$ cat config.mk
export PLATFORM = sky130hd
export DESIGN_NAME = scdc_i2c_responder_flat
export DESIGN_NICKNAME = d
export VERILOG_FILES = /design/src/rtl/scdc_i2c_responder_pkg.sv /design/src/rtl/scdc_i2c_responder_if.sv /design/src/rtl/scdc_i2c_responder_line_filter.sv /design/src/rtl/scdc_i2c_responder.sv /design/src/flat_wrapper.sv
export SDC_FILE = /design/constraint.sdc
export NUM_CORES = 1
export LEC_CHECK = 0
export CAP_MARGIN = 0
export CORE_UTILIZATION = 50
export DETAILED_ROUTE_END_ITERATION = 10
export PLACE_DENSITY = 0.74
export SLEW_MARGIN = 5
export SYNTH_ARGS = -nofsm -noshare
export SYNTH_HDL_FRONTEND = slang
export SYNTH_SLANG_ARGS = --single-unit
$ cat constraint.sdc
create_clock -name clock -period 2.1 [get_ports clock]
set_input_delay 0.63 -clock clock [delete_from_list [all_inputs] [get_ports clock]]
set_output_delay 0.63 -clock clock [all_outputs]
set_load 0.01 [all_outputs]
$ cat src/rtl/scdc_i2c_responder_pkg.sv
// Shared definitions for the SCDC responder: register offsets, default target
// address and the FSM state encoding.
package scdc_pkg;

    localparam logic [6:0] SCDC_DEFAULT_ADDRESS = 7'h54;

    localparam logic [7:0] REG_SINK_VERSION     = 8'h01;
    localparam logic [7:0] REG_SOURCE_VERSION   = 8'h02;
    localparam logic [7:0] REG_TMDS_CONFIG      = 8'h20;
    localparam logic [7:0] REG_SCRAMBLER_STATUS = 8'h21;
    localparam logic [7:0] REG_STATUS_FLAGS0    = 8'h40;

    typedef enum logic [3:0] {
        ST_IDLE         = 4'd0,
        ST_ADDRESS      = 4'd1,
        ST_ADDRESS_ACK  = 4'd2,
        ST_REGISTER     = 4'd3,
        ST_REGISTER_ACK = 4'd4,
        ST_WRITE_DATA   = 4'd5,
        ST_WRITE_ACK    = 4'd6,
        ST_READ_DATA    = 4'd7,
        ST_READ_ACK     = 4'd8
    } scdc_state_t;

endpackage

$ cat src/rtl/scdc_i2c_responder_if.sv
// DDC pin bundle. Open-drain lines: an *_output of 0 pulls the wire low,
// 1 releases it; the board wired-ANDs all drivers onto *_input.
interface scdc_i2c_responder_if;
    logic scl_input;
    logic scl_output;
    logic sda_input;
    logic sda_output;

    modport master (output scl_input, output sda_input, input scl_output, input sda_output);
    modport slave  (input scl_input, input sda_input, output scl_output, output sda_output);
endinterface

$ cat src/rtl/scdc_i2c_responder_line_filter.sv
// Two-flop synchronizer plus a run-length glitch filter for one I2C line;
// rise/fall pulses are aligned with the cycle the filtered level changes.
module i2c_line_filter #(
    parameter int FILTER_LENGTH = 4
) (
    input  logic clock,
    input  logic reset,
    input  logic i_line,
    output logic o_level,
    output logic o_rise,
    output logic o_fall
);

    logic [1:0] r_sync;
    logic [3:0] r_count;
    logic       r_level;
    logic       r_rise;
    logic       r_fall;

    // A new level is accepted only after FILTER_LENGTH consecutive differing samples.
    always_ff @(posedge clock) begin
        if (reset) begin
            r_sync  <= 2'b11;
            r_count <= '0;
            r_level <= 1'b1;
            r_rise  <= 1'b0;
            r_fall  <= 1'b0;
        end else begin
            r_sync <= {r_sync[0], i_line};
            r_rise <= 1'b0;
            r_fall <= 1'b0;
            if (r_sync[1] != r_level) begin
                if (r_count == 4'(FILTER_LENGTH - 1)) begin
                    r_level <= r_sync[1];
                    r_rise  <= r_sync[1];
                    r_fall  <= ~r_sync[1];
                    r_count <= '0;
                end else begin
                    r_count <= r_count + 4'd1;
                end
            end else begin
                r_count <= '0;
            end
        end
    end

    assign o_level = r_level;
    assign o_rise  = r_rise;
    assign o_fall  = r_fall;

endmodule

$ cat src/rtl/scdc_i2c_responder.sv
// HDMI sink SCDC target: I2C responder holding the source-writable TMDS
// configuration and source version, and reporting sink status on reads.
module scdc_i2c_responder
    import scdc_pkg::*;
#(
    parameter int         CLOCK_FREQUENCY = 0,
    parameter logic [6:0] ADDRESS         = SCDC_DEFAULT_ADDRESS,
    parameter logic [7:0] SINK_VERSION    = 8'h01,
    parameter int         FILTER_LENGTH   = 4
) (
    input  logic                   clock,
    input  logic                   reset,
    scdc_i2c_responder_if.slave    bus,
    input  logic                   hpd_clear,
    input  logic                   scrambling_detected,
    input  logic                   clock_detected,
    input  logic [2:0]             channel_locked,
    output logic                   scrambler_enable,
    output logic                   tmds_bit_clock_ratio,
    output logic [7:0]             source_version,
    output logic                   busy,
    output scdc_state_t            state_debug
);

    if (FILTER_LENGTH < 2 || FILTER_LENGTH > 15 || CLOCK_FREQUENCY < 0) begin : g_bad_params
        $error("scdc_i2c_responder: FILTER_LENGTH must be 2..15 and CLOCK_FREQUENCY >= 0");
    end

    logic w_scl_level, w_scl_rise, w_scl_fall;
    logic w_sda_level, w_sda_rise, w_sda_fall;

    i2c_line_filter #(.FILTER_LENGTH(FILTER_LENGTH)) u_scl_filter (
        .clock(clock), .reset(reset), .i_line(bus.scl_input),
        .o_level(w_scl_level), .o_rise(w_scl_rise), .o_fall(w_scl_fall)
    );

    i2c_line_filter #(.FILTER_LENGTH(FILTER_LENGTH)) u_sda_filter (
        .clock(clock), .reset(reset), .i_line(bus.sda_input),
        .o_level(w_sda_level), .o_rise(w_sda_rise), .o_fall(w_sda_fall)
    );

    scdc_state_t r_state, w_next_state;
    logic [2:0]  r_bit_count;
    logic [1:0]  r_ack_phase;
    logic [7:0]  r_shift;
    logic [7:0]  r_pointer;
    logic        r_sda;
    logic [7:0]  r_source_version;
    logic [1:0]  r_tmds_config;

    logic       w_start, w_stop, w_last_bit, w_addr_match, w_write;
    logic [7:0] w_rx_byte, w_read_data;

    assign w_start      = w_sda_fall & w_scl_level;
    assign w_stop       = w_sda_rise & w_scl_level;
    assign w_last_bit   = (r_bit_count == 3'd7);
    assign w_rx_byte    = {r_shift[6:0], w_sda_level};
    assign w_addr_match = (w_rx_byte[7:1] == ADDRESS);
    assign w_write      = (r_state == ST_WRITE_DATA) && w_scl_rise && w_last_bit && !w_start && !w_stop;

    always_comb begin
        w_read_data = 8'h00;
        case (r_pointer)
            REG_SINK_VERSION:     w_read_data = SINK_VERSION;
            REG_SOURCE_VERSION:   w_read_data = r_source_version;
            REG_TMDS_CONFIG:      w_read_data = {6'b0, r_tmds_config};
            REG_SCRAMBLER_STATUS: w_read_data = {7'b0, scrambling_detected};
            REG_STATUS_FLAGS0:    w_read_data = {4'b0, channel_locked, clock_detected};
            default:              w_read_data = 8'h00;
        endcase
    end

    always_ff @(posedge clock) begin
        if (reset) r_state <= ST_IDLE;
        else       r_state <= w_next_state;
    end

    always_comb begin
        w_next_state = r_state;
        if (w_start) begin
            w_next_state = ST_ADDRESS;
        end else if (w_stop) begin
            w_next_state = ST_IDLE;
        end else begin
            case (r_state)
                ST_ADDRESS:      if (w_scl_rise && w_last_bit) w_next_state = w_addr_match ? ST_ADDRESS_ACK : ST_IDLE;
                ST_ADDRESS_ACK:  if (w_scl_fall && r_ack_phase == 2'd1) w_next_state = r_shift[0] ? ST_READ_DATA : ST_REGISTER;
                ST_REGISTER:     if (w_scl_rise && w_last_bit) w_next_state = ST_REGISTER_ACK;
                ST_REGISTER_ACK: if (w_scl_fall && r_ack_phase == 2'd1) w_next_state = ST_WRITE_DATA;
                ST_WRITE_DATA:   if (w_scl_rise && w_last_bit) w_next_state = ST_WRITE_ACK;
                ST_WRITE_ACK:    if (w_scl_fall && r_ack_phase == 2'd1) w_next_state = ST_WRITE_DATA;
                ST_READ_DATA:    if (w_scl_rise && w_last_bit) w_next_state = ST_READ_ACK;
                ST_READ_ACK: begin
                    if (r_ack_phase == 2'd1 && w_scl_rise && w_sda_level) w_next_state = ST_IDLE;
                    else if (r_ack_phase == 2'd2 && w_scl_fall)           w_next_state = ST_READ_DATA;
                end
                default:         w_next_state = r_state;
            endcase
        end
    end

    always_comb begin
        busy                 = (r_state != ST_IDLE);
        state_debug          = r_state;
        bus.scl_output       = 1'b1;
        bus.sda_output       = r_sda;
        scrambler_enable     = r_tmds_config[0];
        tmds_bit_clock_ratio = r_tmds_config[1];
        source_version       = r_source_version;
    end

    // Ack phases: 0 = wait for the fall that starts the 9th clock, 1 = wait for
    // the fall that ends it; reads add 2 = controller ACKed, reload on next fall.
    always_ff @(posedge clock) begin
        if (reset) begin
            r_bit_count <= '0;
            r_ack_phase <= '0;
            r_shift     <= '0;
            r_pointer   <= '0;
            r_sda       <= 1'b1;
        end else if (w_start || w_stop) begin
            r_bit_count <= '0;
            r_ack_phase <= '0;
            r_sda       <= 1'b1;
        end else begin
            case (r_state)
                ST_ADDRESS, ST_REGISTER, ST_WRITE_DATA: begin
                    if (w_scl_rise) begin
                        r_shift     <= w_rx_byte;
                        r_bit_count <= r_bit_count + 3'd1;
                        if (r_state == ST_REGISTER && w_last_bit) r_pointer <= w_rx_byte;
                    end
                end
                ST_ADDRESS_ACK, ST_REGISTER_ACK, ST_WRITE_ACK: begin
                    if (w_scl_fall) begin
                        if (r_ack_phase == 2'd0) begin
                            r_sda       <= 1'b0;
                            r_ack_phase <= 2'd1;
                        end else begin
                            r_ack_phase <= 2'd0;
                            r_bit_count <= '0;
                            if (r_state == ST_ADDRESS_ACK && r_shift[0]) begin
                                r_shift <= {w_read_data[6:0], 1'b0};
                                r_sda   <= w_read_data[7];
                            end else begin
                                r_sda <= 1'b1;
                            end
                            if (r_state == ST_WRITE_ACK) r_pointer <= r_pointer + 8'd1;
                        end
                    end
                end
                ST_READ_DATA: begin
                    if (w_scl_rise) r_bit_count <= r_bit_count + 3'd1;
                    if (w_scl_fall) begin
                        r_sda   <= r_shift[7];
                        r_shift <= {r_shift[6:0], 1'b0};
                    end
                end
                ST_READ_ACK: begin
                    if (r_ack_phase == 2'd0 && w_scl_fall) begin
                        r_sda       <= 1'b1;
                        r_ack_phase <= 2'd1;
                    end else if (r_ack_phase == 2'd1 && w_scl_rise && !w_sda_level) begin
                        r_pointer   <= r_pointer + 8'd1;
                        r_ack_phase <= 2'd2;
                    end else if (r_ack_phase == 2'd2 && w_scl_fall) begin
                        r_shift     <= {w_read_data[6:0], 1'b0};
                        r_sda       <= w_read_data[7];
                        r_ack_phase <= 2'd0;
                        r_bit_count <= '0;
                    end
                end
                default: ;
            endcase
        end
    end

    // hpd_clear wins over a write landing in the same cycle.
    always_ff @(posedge clock) begin
        if (reset || hpd_clear) begin
            r_source_version <= '0;
            r_tmds_config    <= '0;
        end else if (w_write) begin
            if (r_pointer == REG_SOURCE_VERSION) r_source_version <= w_rx_byte;
            if (r_pointer == REG_TMDS_CONFIG)    r_tmds_config    <= w_rx_byte[1:0];
        end
    end

endmodule

$ cat src/flat_wrapper.sv
// flat-port wrapper written by rule: the top's interface ports become plain ports
module scdc_i2c_responder_flat import scdc_pkg::*;
#(
    parameter int         CLOCK_FREQUENCY = 0,
    parameter logic [6:0] ADDRESS         = SCDC_DEFAULT_ADDRESS,
    parameter logic [7:0] SINK_VERSION    = 8'h01,
    parameter int         FILTER_LENGTH   = 4
)
  (clock, reset, hpd_clear, scrambling_detected, clock_detected, channel_locked, scrambler_enable, tmds_bit_clock_ratio, source_version, busy, state_debug, bus_scl_input, bus_sda_input, bus_scl_output, bus_sda_output);
  scdc_i2c_responder_if bus_i ();
  input  logic clock;
  input  logic reset;
  input  logic hpd_clear;
  input  logic scrambling_detected;
  input  logic clock_detected;
  input  logic [2:0] channel_locked;
  output logic scrambler_enable;
  output logic tmds_bit_clock_ratio;
  output logic [7:0] source_version;
  output logic busy;
  output scdc_state_t state_debug;
  input wire logic [$bits(bus_i.scl_input)-1:0] bus_scl_input;
  input wire logic [$bits(bus_i.sda_input)-1:0] bus_sda_input;
  output wire logic [$bits(bus_i.scl_output)-1:0] bus_scl_output;
  output wire logic [$bits(bus_i.sda_output)-1:0] bus_sda_output;
  assign bus_i.scl_input = bus_scl_input;
  assign bus_i.sda_input = bus_sda_input;
  assign bus_scl_output = bus_i.scl_output;
  assign bus_sda_output = bus_i.sda_output;
  scdc_i2c_responder #(.CLOCK_FREQUENCY(CLOCK_FREQUENCY), .ADDRESS(ADDRESS), .SINK_VERSION(SINK_VERSION), .FILTER_LENGTH(FILTER_LENGTH)) u_core (.clock(clock), .reset(reset), .bus(bus_i), .hpd_clear(hpd_clear), .scrambling_detected(scrambling_detected), .clock_detected(clock_detected), .channel_locked(channel_locked), .scrambler_enable(scrambler_enable), .tmds_bit_clock_ratio(tmds_bit_clock_ratio), .source_version(source_version), .busy(busy), .state_debug(state_debug));
endmodule
==> results of run 1 <==
## per-layer routing
| layer | GRT usage, % | up-vias | routed length, um |
|---|---|---|---|
| met3 | 4.235 | 15 | 408 |
| met5 | 0 | - | 0 |
| met4 | 8.148 | 0 | 147 |
| met1 | 35.79 | 1335 | 3466 |
| li1 | - | 1383 | - |
| met2 | 40.88 | 97 | 3383 |
## repair_timing
action | 4_1_cts | 5_1_grt
pin swaps | 0 | 1
setup buffers | 2 | 2
gates cloned | 0 | 1
gates resized for setup | 5 | 15
setup endpoints to repair | 3 | 13
## metrics by stage
step                      worst slack (ns)  hold slack (ns)
final                              0.03426           0.4168
after global routing              -0.04647           0.4325
after floorplan                   -0.03230           0.3895
after global placement             0.06063           0.3922
after detailed placement           0.01270           0.3951
after CTS                          0.03998           0.4193
## state kept, by name, summed over array words and instances, names as in the netlist, 2 cells and up
name and flops:
u_core.u_scl_filter.r_count 4, u_core.u_scl_filter.r_sync 2, u_core.r_ack_phase 2, u_core.r_tmds_config 2
u_core.state_debug 4, u_core.source_version 8, u_core.u_sda_filter.r_count 4, u_core.r_pointer 8
u_core.r_shift 8, u_core.r_bit_count 3, u_core.u_sda_filter.r_sync 2
## layout make-up
cell class | count | area, um^2 | area share (%)
multi-input cells | 258 | 1732 | 47.67
flip-flops and latches | 54 | 1091 | 30.04
repair buffers | 68 | 589.3 | 16.22
well taps | 72 | 90.09 | 2.480
clock buffers | 6 | 72.57 | 1.998
inverters | 11 | 41.29 | 1.137
clock inverters | 2 | 16.27 | 0.4478
## kinds of logic after synthesis
family | synth area share, %
and+or+nand+nor | 25.59
AOI/OAI and AO/OA | 24.55
DFF | 37.47
buffers and inverters | 5.203
adders and majority gates | 3.469
xor gates and xnor gates | 1.821
muxes | 1.778
other | 0.1300
## Yosys cell counts, types with 3 or more instances
cell type  count  area, um^2
xor2_1         4       35.03
dfxtp_1       54        1081
o32ai_1        4       35.03
and3_1         3       18.77
nor2_1        37       138.9
a311oi_1       3       26.28
a211oi_1      12       90.09
buf_2          3       15.01
a22oi_1       10       75.07
mux2i_1        4       40.04
nor3_1         7       35.03
o31a_1         3       26.28
nand2b_1       5       31.28
nand3b_1       4       30.03
clkbuf_1      20       75.07
nand3_1       16       80.08
a31oi_1        4       25.02
o21ai_0        8       40.04
a21oi_1       24       120.1
nand2_1       37       138.9
ha_1           8       100.1
inv_1         11       41.29
nor4_1         3       18.77
or2_2          9       56.30
## path summary, 6_finish.rpt
kind | to | cells after the start
max | u_core.r_pointer[4] | 6
min | u_core.u_sda_filter.r_sync[1] | 1
max reg2reg | u_core.r_pointer[4] | 6
min reg2reg | u_core.u_sda_filter.r_sync[1] | 1
## power breakdown
group / switching (W) / internal (W) / total [W]
registers: 0.00000243 / 0.00103 / 0.00103
logic: 0.0000263 / 0.0000248 / 0.0000511
clock network: 0.000370 / 0.000241 / 0.000611
total: 0.000398 / 0.00129 / 0.00169
## layout by cell type, fill, tap and decap left out, types with 4 or more instances in the layout
cell type / instances
dfxtp_1: 50
buf_4: 39
nand2_1: 37
nor2_1: 36
clkdlybuf4s50_1: 24
a21oi_1: 23
nand3_1: 16
inv_1: 11
a211oi_1: 10
a22oi_1: 10
or2_2: 8
ha_1: 8
o21ai_0: 7
nand2b_1: 5
nor3_1: 5
clkbuf_8: 5
nand3b_1: 4
a31oi_1: 4
xor2_1: 4
mux2i_1: 4
==> impl_metrics.py, run 1 <==
metrics = {
    "route": {
        "vias": 2830,
        "first_pass_iters": 5,
        "wl_per_cell_um": 15.72,
        "antenna_left": 0,
        "drc": 0,
        "drtIter0Drc": 185,
        "wirelength_um": 7406,
        "routed_via_density": 6.008,
    },
    "global_route": {
        "grt_first_pass_wirelength_um": 12480,
        "grt_max_degree": 19,
        "grt_antenna_before_repair": 0,
        "overflow": 0,
        "grt_pass1_vias": 2602,
        "track_usage_pct": 25.84,
    },
    "flow_run": {
        "cap_violations": 0,
    },
    "synthesis": {
        "ys.flop_type": "dfxtp_1",
        "ys_warn_count": 0,
        "synth.avg_cell_area_um2": 8.267,
        "postSynthCellCount": 349,
        "netlist_area_mm2": 0.002885,
        "synth_async_sr_flop_share_pct": 0,
        "synth_seq_area_share_pct": 37.47,
        "syn_nets": 367,
        "synth_edf_count": 0,
        "synth_cell_types": 62,
        "ys_ff_latch": 54,
    },
    "timing": {
        "hold_violations": 0,
        "fmax_ghz": 0.4841,
        "rsz0062_at_grt": "yes",
        "fin_setup_tns_ns": 0,
        "slew_violations": 0,
        "setup_viol": 0,
        "final.min_clock_period_ns": 2.066,
        "period_share_pct": 98.37,
        "skew_ns": 0.01082,
    },
    "finish": {
        "instances_no_fill": 471,
        "fin_util_pct": 65.56,
        "nNetsFinal": 416,
        "fillCellCount": 487,
        "drive_gt1_share_pct": 21.30,
        "area_growth_pct": 25.89,
        "antenna-diode-count": 0,
        "fin_area_mm2": 0.003632,
    },
    "cts": {
        "clock-sinks": 54,
        "insertion_delay_ns": 0.31,
        "cts_tree": "built",
        "clkTransAtPathRegs_ns": 0.10,
        "cts_buffers": 5,
        "cts_hold_buffers": 0,
        "cts.htree.levels": 2,
        "cts_root_buf": "clkbuf_8",
        "clockBufferDepth": 2,
    },
    "die": {
        "die_x_um": 77.97,
        "die_y_um": 77.97,
        "die_area_mm2": 0.006079,
        "initial_core_util_pct": 52.08,
        "num_rows": 27,
        "fp.coreArea_mm2": 0.005540,
        "boundaryPins": 27,
    },
    "worst_setup_path": {
        "cpMostUsedCell": "nor4b_4",
        "cp_data_arrival_time_ns": 2.29,
        "cp_slowest_cell": "nor4b_4",
        "end_kind": "flop",
        "cpPeakStageDelay_ns": 0.40,
        "start_kind": "flop",
        "path_buf_inv": 1,
        "critPathMaxFanout": 8,
        "crit_start": "u_core.state_debug[2]",
        "cp_data_required_time_ns": 2.32,
        "rr_startpoint": "u_core.state_debug[2]",
        "setup.worst_path.class": "flop to flop",
        "cp_top_family": "simple AND/OR/NAND/NOR gates",
        "r2r_slack_ns": 0.03,
        "crit_chain": "buf_4 -> nor4b_4 -> nor4b_4 -> o22ai_2 -> or2_4 -> o32ai_1",
    },
    "worst_hold_path": {
        "worstHoldStart": "u_core.u_sda_filter.r_sync[0]",
        "hp-class": "flop to flop",
    },
    "pwr": {
        "p_leak_nw": 1.316,
        "ir_drop_mv": 0.4481,
        "p_per_area_mw_per_mm2": 465.2,
        "total_power_w": 0.001690,
    },
    "run_status": {
        "status": "completed",
    },
    "placement": {
        "gp_congestion": 0.9200,
        "port_buffers": 25,
        "place_area_mm2": 0.003438,
        "dp_hpwl_um": 5371,
        "numPlacedInstances": 458,
    },
}
Note: power is estimated with default switching activity, not from simulation.
==> run 2, diff against run 1 <==
--- a/config.mk
+++ b/config.mk
@@ -6,8 +6,10 @@
 export NUM_CORES = 1
 export LEC_CHECK = 0
 export CAP_MARGIN = 0
+export CORE_MARGIN = 2
 export CORE_UTILIZATION = 50
 export DETAILED_ROUTE_END_ITERATION = 10
+export GPL_TIMING_DRIVEN = 0
 export PLACE_DENSITY = 0.74
 export SLEW_MARGIN = 5
 export SYNTH_ARGS = -nofsm -noshare
==> run 2 against run 1 <==
  * The flow now finishes with violations (negative setup slack)
  * Maximum frequency down 3.5%
  * Final cell count is 0.85% lower
  * Via count rose by 0.92%
  * Core utilization is 0.11 points lower
  * Die area increased by 5.2%
  * First-iteration DRC count rose by 56%
  * Hold slack worse by 0.0024 ns
  * Routed wire length grew 3.0%
  * Setup slack got worse by 0.076 ns
  * Critical path type unchanged
==> impl_metrics.py, run 2 (synthesis gave the netlist of run 1 again) <==
metrics = {
    "run_status": {
        "status": "complete, but fails checks",
        "violations": "negative setup slack",
    },
    "pwr": {
        "ir_drop_mv": 0.3479,
        "p_per_area_mw_per_mm2": 493.8,
        "p_leak_nw": 1.281,
        "total_power_w": 0.001790,
    },
    "die": {
        "die_x_um": 79.97,
        "boundaryPins": 27,
        "initial_core_util_pct": 52.08,
        "die_area_mm2": 0.006394,
        "die_y_um": 79.97,
        "num_rows": 27,
        "fp.coreArea_mm2": 0.005540,
    },
    "placement": {
        "gp_congestion": 0.8954,
        "port_buffers": 24,
        "dp_hpwl_um": 5044,
    },
    "global_route": {
        "grt_antenna_before_repair": 0,
        "grt_pass1_vias": 2528,
        "track_usage_pct": 24.27,
        "grt_first_pass_wirelength_um": 12300,
        "grt_max_degree": 17,
        "overflow": 0,
    },
    "flow_run": {
        "cap_violations": 0,
    },
    "cts": {
        "cts.htree.levels": 2,
        "cts_root_buf": "clkbuf_8",
        "cts_tree": "built",
        "clock-sinks": 54,
        "clockBufferDepth": 2,
        "clkTransAtPathRegs_ns": 0.10,
        "cts_buffers": 5,
        "insertion_delay_ns": 0.31,
    },
    "finish": {
        "final_cell_mix": "51 x dfxtp_1, 36 x nand2_1, 36 x nor2_1",
        "drive_gt1_share_pct": 17.72,
        "multi_input_area_mm2": 0.001770,
        "regArea_mm2": 0.001092,
        "fin_util_pct": 65.45,
        "final_common_cell": "dfxtp_1",
        "fillCellCount": 470,
        "antenna-diode-count": 0,
        "area_growth_pct": 25.67,
        "nNetsFinal": 412,
    },
    "route": {
        "routed_via_density": 6.116,
        "wl_per_cell_um": 16.33,
        "first_pass_iters": 5,
        "drc": 0,
        "wirelength_um": 7628,
        "drtIter0Drc": 288,
        "antenna_left": 0,
        "vias": 2856,
    },
    "timing": {
        "rsz0062_at_grt": "yes",
        "tightest_slew_ns": 0.5688,
        "period_share_pct": 102.0,
        "skew_ns": 0.01032,
        "fmax_ghz": 0.4670,
        "hold_violations": 0,
        "setup_ws_ns": -0.04134,
        "setup_viol": 1,
        "max-slew-margin-rel_pct": 62.08,
        "slew_violations": 0,
        "final.min_clock_period_ns": 2.141,
    },
    "worst_setup_path": {
        "cp_data_arrival_time_ns": 2.39,
        "setup.worst_path.class": "flop to flop",
        "cp_data_required_time_ns": 2.35,
        "end_kind": "flop",
        "critPathMaxFanout": 5,
        "start_kind": "flop",
    },
    "worst_hold_path": {
        "hp-class": "flop to flop",
    },
}
[run 2: worst max-delay path, stage by stage, from the launching register on]
cell      delay (ns)
dfxtp_4         0.38
or3b_4          0.44
or4_4           0.44
a211oi_4        0.32
or3b_1          0.38
a21oi_1         0.12
[run 2: final cells by class]
type | count | area share [%]
Clock inverter | 2 | 1.001
Timing Repair Buffer | 41 | 10.21
Multi-Input combinational cell | 258 | 48.83
Buffer | 23 | 4.106
Tap cell | 72 | 2.484
Sequential cell | 54 | 30.12
Inverter | 11 | 1.242
Clock buffer | 6 | 2.001
[run 2: worst paths after layout]
| check | to | start | cells after the start | slack [ns] |
|---|---|---|---|---|
| min | u_core.u_scl_filter.r_sync[1] | u_core.u_scl_filter.r_sync[0] | 1 | 0.41 |
| min reg2reg | u_core.u_scl_filter.r_sync[1] | u_core.u_scl_filter.r_sync[0] | 1 | 0.41 |
| max | u_core.r_shift[0] | u_core.state_debug[2] | 5 | -0.04 |
| max reg2reg | u_core.r_shift[0] | u_core.state_debug[2] | 5 | -0.04 |
[run 2: timing repair]
action | 4_1_cts | 5_1_grt
gates cloned | 1 | 0
pin swaps | 5 | 4
setup endpoints to repair | 32 | 23
hold buffers | 0 | 0
buffers inserted | 11 | 5
resized for setup | 29 | 18
[run 2: per-stage QoR]
stage	TNS, ns	setup slack, ns	instances	hold slack [ns]	instance area, um^2
floorplan	-0.03230	-0.03230	349	0.3895	2928
global placement	-9.820	-0.5113	445	0.3933	3258
CTS	-0.08837	-0.05572	462	0.4180	3528
detailed placement	-9.976	-0.5222	445	0.3937	3258
global route	-0.3981	-0.1047	467	0.4346	3626
finish	-0.04134	-0.04134	467	0.4145	3626
[run 2: layer usage]
metal  GRT usage [%]  vias up  part of all wire [%]
met5               0        -                     0
met4           6.610        0                   1.8
met3           4.186       17                   6.7
met2           38.00      130                    47
met1           34.31     1333                    45
li1                -     1376                     -
[run 2: power by group]
part | internal, W | total, W | switching, W | leakage (nW)
Combinational | 0.0000212 | 0.0000481 | 0.0000269 | 0.787
Sequential | 0.00102 | 0.00103 | 0.00000252 | 0.438
Clock | 0.000358 | 0.000716 | 0.000358 | 0.0557
